--- src/rtl/mul_div_array_ctrl_pkg.sv ---
// Shared types and constants for the multiply/divide array sequencing controller.
// Mode encoding matches the cell-level MUL_BAR input of the array.
package mul_div_array_ctrl_pkg;

    typedef enum logic [1:0] {
        ST_IDLE   = 2'd0,
        ST_SETTLE = 2'd1,
        ST_DONE   = 2'd2
    } state_t;

    localparam logic [1:0] ERR_OK   = 2'b00;
    localparam logic [1:0] ERR_DIV0 = 2'b01;
    localparam logic [1:0] ERR_OVF  = 2'b10;

    localparam logic MODE_MUL = 1'b0;
    localparam logic MODE_DIV = 1'b1;

endpackage

--- src/rtl/mul_div_array_ctrl_settle_timer.sv ---
// Loadable down-counter with a zero flag, used to time the array settle interval.
// The count stops at zero; a load always wins over counting.
module mul_div_array_ctrl_settle_timer #(
    parameter int W = 4
) (
    input  logic         clk,
    input  logic         rst,
    input  logic         load,
    input  logic [W-1:0] value,
    input  logic         en,
    output logic         zero
);

    logic [W-1:0] cnt_r;

    // Counter register: synchronous reset, load, or decrement while enabled
    always_ff @(posedge clk) begin
        if (rst) begin
            cnt_r <= '0;
        end else if (load) begin
            cnt_r <= value;
        end else if (en && (cnt_r != '0)) begin
            cnt_r <= cnt_r - W'(1);
        end else begin
            cnt_r <= cnt_r;
        end
    end

    assign zero = (cnt_r == '0);

endmodule

--- src/rtl/mul_div_array_ctrl.sv ---
// Sequencing controller for the combinational modular multiply/divide cell array:
// registers operands onto the array, waits the settle interval, captures and holds results.
module mul_div_array_ctrl
    import mul_div_array_ctrl_pkg::*;
#(
    parameter int N      = 4,
    parameter int SETTLE = 8
) (
    input  logic           CLK,
    input  logic           RST,
    input  logic           IN_VALID,
    output logic           IN_READY,
    input  logic           MUL_BAR,
    input  logic [2*N-1:0] A,
    input  logic [N-1:0]   B,
    output logic [2*N-1:0] ARR_A,
    output logic [N-1:0]   ARR_B,
    output logic           ARR_MUL_BAR,
    input  logic [N-1:0]   ARR_HI,
    input  logic [N-1:0]   ARR_LO,
    output logic           OUT_VALID,
    input  logic           OUT_READY,
    output logic [N-1:0]   RES_HI,
    output logic [N-1:0]   RES_LO,
    output logic [1:0]     ERR
);

    localparam int CW = $clog2(SETTLE + 1);

    if ((SETTLE < 1) || (SETTLE > 255)) begin : g_bad_settle
        $error("mul_div_array_ctrl: SETTLE must be in 1..255");
    end

    state_t         state_r;
    logic           in_ready_r;
    logic           out_valid_r;
    logic [2*N-1:0] arr_a_r;
    logic [N-1:0]   arr_b_r;
    logic           arr_mul_bar_r;
    logic [N-1:0]   res_hi_r;
    logic [N-1:0]   res_lo_r;
    logic [1:0]     err_r;
    logic [1:0]     err_pend_r;

    logic           accept_s;
    logic [1:0]     err_code_s;
    logic [CW-1:0]  tmr_value_s;
    logic           tmr_en_s;
    logic           tmr_zero_s;

    // Accept decode and divide screening; a screened request waits one cycle, not SETTLE
    always_comb begin
        accept_s    = 1'b0;
        err_code_s  = ERR_OK;
        tmr_value_s = CW'(SETTLE - 1);
        if ((state_r == ST_IDLE) && IN_VALID) begin
            accept_s = 1'b1;
        end else begin
            accept_s = 1'b0;
        end
        if ((MUL_BAR == MODE_DIV) && (B == {N{1'b0}})) begin
            err_code_s = ERR_DIV0;
        end else if ((MUL_BAR == MODE_DIV) && (A[2*N-1:N] >= B)) begin
            err_code_s = ERR_OVF;
        end else begin
            err_code_s = ERR_OK;
        end
        if (err_code_s != ERR_OK) begin
            tmr_value_s = '0;
        end else begin
            tmr_value_s = CW'(SETTLE - 1);
        end
    end

    assign tmr_en_s = (state_r == ST_SETTLE);

    mul_div_array_ctrl_settle_timer #(
        .W (CW)
    ) u_settle_timer (
        .clk   (CLK),
        .rst   (RST),
        .load  (accept_s),
        .value (tmr_value_s),
        .en    (tmr_en_s),
        .zero  (tmr_zero_s)
    );

    // Controller FSM with operand and result registers
    always_ff @(posedge CLK) begin
        if (RST) begin
            state_r       <= ST_IDLE;
            in_ready_r    <= 1'b1;
            out_valid_r   <= 1'b0;
            arr_a_r       <= '0;
            arr_b_r       <= '0;
            arr_mul_bar_r <= MODE_MUL;
            res_hi_r      <= '0;
            res_lo_r      <= '0;
            err_r         <= ERR_OK;
            err_pend_r    <= ERR_OK;
        end else begin
            case (state_r)
                ST_IDLE: begin
                    if (accept_s) begin
                        arr_a_r       <= A;
                        arr_b_r       <= B;
                        arr_mul_bar_r <= MUL_BAR;
                        err_pend_r    <= err_code_s;
                        in_ready_r    <= 1'b0;
                        state_r       <= ST_SETTLE;
                    end
                end
                ST_SETTLE: begin
                    if (tmr_zero_s) begin
                        if (err_pend_r != ERR_OK) begin
                            res_hi_r <= {N{1'b1}};
                            res_lo_r <= {N{1'b1}};
                        end else begin
                            res_hi_r <= ARR_HI;
                            res_lo_r <= ARR_LO;
                        end
                        err_r       <= err_pend_r;
                        out_valid_r <= 1'b1;
                        state_r     <= ST_DONE;
                    end
                end
                ST_DONE: begin
                    if (OUT_READY) begin
                        out_valid_r <= 1'b0;
                        in_ready_r  <= 1'b1;
                        state_r     <= ST_IDLE;
                    end
                end
                default: begin
                    out_valid_r <= 1'b0;
                    in_ready_r  <= 1'b1;
                    state_r     <= ST_IDLE;
                end
            endcase
        end
    end

    assign IN_READY    = in_ready_r;
    assign OUT_VALID   = out_valid_r;
    assign ARR_A       = arr_a_r;
    assign ARR_B       = arr_b_r;
    assign ARR_MUL_BAR = arr_mul_bar_r;
    assign RES_HI      = res_hi_r;
    assign RES_LO      = res_lo_r;
    assign ERR         = err_r;

endmodule

--- config.mk ---
export PLATFORM = sky130hd
export DESIGN_NAME = mul_div_array_ctrl
export DESIGN_NICKNAME = d
export VERILOG_FILES = /design/src/rtl/mul_div_array_ctrl_pkg.sv /design/src/rtl/mul_div_array_ctrl_settle_timer.sv /design/src/rtl/mul_div_array_ctrl.sv
export SDC_FILE = /design/constraint.sdc
export NUM_CORES = 1
export LEC_CHECK = 0
export CAP_MARGIN = 40
export CORE_UTILIZATION = 40
export CTS_CLUSTER_SIZE = 40
export DETAILED_ROUTE_END_ITERATION = 10
export MAX_ROUTING_LAYER = met4
export PLACE_DENSITY = 0.74
export SYNTH_ARGS = -nofsm -noshare
export SYNTH_HDL_FRONTEND = slang
export SYNTH_HIERARCHICAL = 1
export SYNTH_SLANG_ARGS = --single-unit
export TNS_END_PERCENT = 50
--- constraint.sdc ---
create_clock -name CLK -period 3.1 [get_ports CLK]
set_clock_uncertainty 0.2 [all_clocks]
set_input_delay 0.465 -clock CLK [delete_from_list [all_inputs] [get_ports CLK]]
set_output_delay 0.465 -clock CLK [all_outputs]
set_load 0.03 [all_outputs]
==> qor.txt <==
HOLD PATH
------------------------------------------------------------------------------------
Worst hold start                                                        ARR_A[2]$_SDFFE_PP0P_
Hold Path Stages                                                                   2
Type of the worst min-delay path                                        flip-flop to flip-flop
End of the worst hold path                                              ARR_A[2]$_SDFFE_PP0P_

SETUP PATH
------------------------------------------------------------------------------------
CP max-delay cell                                                            and3b_1
Endpoint of the worst register-to-register path                         ERR[1]$_SDFFE_PP0P_
Startpoint class of the critical path                                      flip-flop
Worst R2R Path Depth                                                               7
Required time of the worst setup path                                        3140 ps
Cell type with the highest occurrence count on the critical path               inv_1
Critical-path maximum fanout                                                      20
Class of the most critical setup path                                   flip-flop to flip-flop
Reg2reg start                                                           u_settle_timer/cnt_r[1]$_SDFFE_PP0P_
Crit path cell chain                                                    inv_1 -> ha_1 -> or3b_4 -> inv_1 -> and3b_1 -> mux2i_1 -> nor2_1
CP arrival                                                                   2460 ps
Setup slack, reg-to-reg                                                       680 ps
Peak per-stage delay on the critical path                                     600 ps
Setup crit end kind                                                        flip-flop

DRT
------------------------------------------------------------------------------------
Total met3 wirelength after detailed routing                                  218 µm
Final routed wirelength across all metal layers                              3090 µm
Routed wire length on met2                                                   1470 µm
Highest metal used                                                              met4
Vias after detailed routing                                                     1331
Number of vias per cell                                                         4.93
Drt pass-1 iters                                                                   6
Post-detailed-route wirelength per cell                                      11.4 µm
Routed length on met1                                                        1370 µm
Number of remaining DRC errors                                                     0
Iteration-0 DRC Markers                                                           56
Remaining antenna violation count after routing                                    0

FLOORPLAN
------------------------------------------------------------------------------------
Initial Utilization                                                            42.7%
Chip height                                                                  62.2 µm
Horizontal extent of the die                                                 62.2 µm
Die area                                                                    3860 µm²
Ports                                                                             50
Number of placement rows                                                          21
Core outline area                                                           3390 µm²

PWR
------------------------------------------------------------------------------------
Leak Pwr                                                                    0.783 nW
Power Density                                                             563 nW/µm²
Max VDD drop                                                                  325 µV
Relative contribution of combinational cells to total power                    28.5%
Psw                                                                           354 µW
Sequential fraction of design power                                            42.5%
Clock power share                                                              29.0%
Internal power                                                                808 µW
Net Sw Frac                                                                    30.5%

PLACEMENT
------------------------------------------------------------------------------------
Port-buffer cells                                                                 49
Final RePlAce weighted congestion                                              0.753
Dpl hpwl                                                                     2230 µm
Placement Setup Slack                                                         400 ps

SYNTH
------------------------------------------------------------------------------------
Total nets after synthesis                                                       202
Count of yosys warnings during synthesis                                           6
Post-Synthesis Mean Instance Area                                           8.42 µm²
Synthesis-stage register bit count                                                33
Share of the yosys chip area belonging to registers                            45.6%
Netlist Area Pre-Place                                                      1450 µm²
Distinct cells, synth                                                             35
Syn Inst Count                                                                   172

JOB
------------------------------------------------------------------------------------
MaxCap Viol Count                                                                  0

FINAL LAYOUT
------------------------------------------------------------------------------------
Leading cell type in the layout, fill and taps excluded                 clkdlybuf4s50_1
Final-stage net count                                                            253
Area overhead of the layout relative to synthesis                              42.6%
Share of final-layout standard cells stronger than drive strength 1            7.59%
Commonest cells after routing, fill and taps aside                      49 x clkdlybuf4s50_1, 33 x dfxtp_1, 30 x nand2_1
Ant diodes                                                                         0
Fill cell instance count of the final layout                                     305

STA
------------------------------------------------------------------------------------
Setup repair after global routing missed its margin                            false
Worst Setup Slack, final                                                      681 ps
Accumulated negative setup slack                                                0 ps
Endpoints failing setup                                                            0
Hold violation count in the final report                                           0
Worst-margin pin slew                                                         677 ps
Worst-case headroom to the max-slew limit                                      54.7%
Fraction of the cycle the final worst path needs                               78.0%
Fmax achieved                                                                413 MHz
Number of max-slew violations in the final report                                  0
Fin crit period                                                              2420 ps

CLOCK NETWORK
------------------------------------------------------------------------------------
Clock Path Buffers                                                                 2
Number of buffers inserted for hold repair after clock tree synthesis              0
CTS tree                                                                        done
Clock slew seen by the registers of the worst setup and hold paths            100 ps
Cts repair resizes                                                                 0
Clk_lat worst skew                                                            330 ps
TritonCTS Buffers                                                                  5
Setup repair bufs after CTS                                                        0
Clock root cell                                                             clkbuf_4
Total number of H-tree levels                                                      2
TritonCTS sink count                                                              33

GLOBAL ROUTING
------------------------------------------------------------------------------------
First-pass GRT wire length                                                   5460 µm
Number of global-route vias before repair                                       1249
Total congestion overflow                                                          0
Overall fraction of global-route tracks in use                                 18.2%
Number of antenna violations at the first check in global routing                  0
Maximum number of pins on one net before global-route repair                      21

STATUS
------------------------------------------------------------------------------------
Outcome                                                                 finished, final reports clean

## per-stage QoR
step / total power [mW] / std cells / hold WS (ps) / util, % / cell area [µm²]
2_1_floorplan: 0.714 / 172 / 244 / - / 1450
3_3_place_gp: 0.833 / 262 / 243 / 58.4 / 1980
3_5_place_dp: 0.839 / 262 / 247 / 58.4 / 1980
4_1_cts: 1.18 / 270 / 262 / 60.9 / 2060
5_1_grt: 1.24 / 270 / 280 / 60.9 / 2060
6_report: 1.16 / 270 / 258 / 60.9 / 2060
## area by class of cell
type	instances	area, µm²	share of cell area [%]
Clock buffer	7	55.1	2.67
Clock inverter	1	30.0	1.45
Inverter	9	33.8	1.64
Multi-Input combinational cell	121	707	34.2
Sequential cell	33	661	32.0
Tap cell	46	57.6	2.79
Timing Repair Buffer	53	520	25.2
## power by group through the flow
stage          clock network [mW]  registers, mW  logic (mW)
2_1_floorplan                   0          0.562       0.152
3_3_place_gp                    0          0.503       0.330
3_5_place_dp                    0          0.505       0.334
4_1_cts                     0.348          0.495       0.335
5_1_grt                     0.374          0.502       0.361
6_report                    0.337          0.494       0.331
## routing by layer
metal / track usage (%) / up-vias
met4: 6.98 / 0
met2: 29.9 / 47
met5: - / -
li1: - / 687
met1: 20.0 / 592
met3: 6.80 / 5
## synth_stat cells
| library cell | count | share of area (%) |
|---|---|---|
| nor2_1 | 29 | 7.5 |
| o21ai_0 | 2 | 0.69 |
| conb_1 | 1 | 0.26 |
| nor4b_2 | 1 | 1.0 |
| or3b_1 | 1 | 0.61 |
| inv_2 | 1 | 0.26 |
| nor2b_1 | 1 | 0.43 |
| nand3_1 | 2 | 0.69 |
| buf_1 | 1 | 0.26 |
| nor3_1 | 1 | 0.35 |
| a211oi_1 | 9 | 4.7 |
| nand4_1 | 1 | 0.43 |
| a2111oi_4 | 1 | 1.9 |
| buf_2 | 1 | 0.35 |
| and3b_1 | 1 | 0.61 |
| or3b_4 | 1 | 0.78 |
| ha_1 | 5 | 4.3 |
| nand3b_1 | 1 | 0.52 |
| a311o_1 | 2 | 1.4 |
| nand2_1 | 30 | 7.8 |
| a311oi_1 | 2 | 1.2 |
| buf_4 | 1 | 0.52 |
| dfxtp_1 | 33 | 46 |
| a2111oi_0 | 2 | 1.2 |
| or2_2 | 1 | 0.43 |
| mux2i_1 | 3 | 2.1 |
| a21oi_1 | 16 | 5.5 |
| nand2b_1 | 2 | 0.86 |
| a21o_1 | 2 | 1.0 |
| buf_6 | 1 | 0.78 |
| inv_1 | 8 | 2.1 |
| o21a_1 | 2 | 1.0 |
| clkbuf_1 | 5 | 1.3 |
| o31ai_2 | 1 | 0.86 |
| nand4b_1 | 1 | 0.61 |
## state kept, by name, summed over array words and instances, names as in the netlist
register / cells
ARR_MUL_BAR: 1
RES_HI: 4
state_r: 2
ARR_B: 4
OUT_VALID: 1
RES_LO: 4
ERR: 2
err_pend_r: 2
ARR_A: 8
IN_READY: 1
u_settle_timer/cnt_r: 4
## critical path, delay by kind of cell (launching register included)
family / cells / cell delay [ps]
AND/OR/NAND/NOR: 3 / 1100
multiplexers: 1 / 250
adder cells (fa/ha/maj): 1 / 220
flip-flops: 1 / 340
buffers and inverters: 2 / 200
## cell families (layout without fill, tap and decap cells)
family / after synthesis / after routing / synth area share (%)
AOI/OAI and AO/OA: 39 / 39 / 19.5
buffers and inverters: 18 / 70 / 5.53
DFF: 33 / 33 / 45.6
muxes: 3 / 3 / 2.07
adders and majority gates: 5 / 5 / 4.32
other: 1 / 1 / 0.259
and+or+nand+nor: 73 / 73 / 22.6
## worst max-delay path by stage
stage,start,to,slack [ps],cells after the start
finish,u_settle_timer/cnt_r[1]$_SDFFE_PP0P_,ERR[1]$_SDFFE_PP0P_,680,7
global route,u_settle_timer/cnt_r[1]$_SDFFE_PP0P_,RES_HI[1]$_SDFFE_PP0P_,410,7
floorplan,A[4],u_settle_timer/cnt_r[0]$_SDFFE_PP0P_,870,7
detailed placement,A[4],u_settle_timer/cnt_r[0]$_SDFFE_PP0P_,400,9
CTS,u_settle_timer/cnt_r[1]$_SDFFE_PP0P_,ERR[1]$_SDFFE_PP0P_,660,7
global placement,A[4],u_settle_timer/cnt_r[2]$_SDFFE_PP0P_,410,9
No activity file was read; power rests on OpenSTA's default activity.
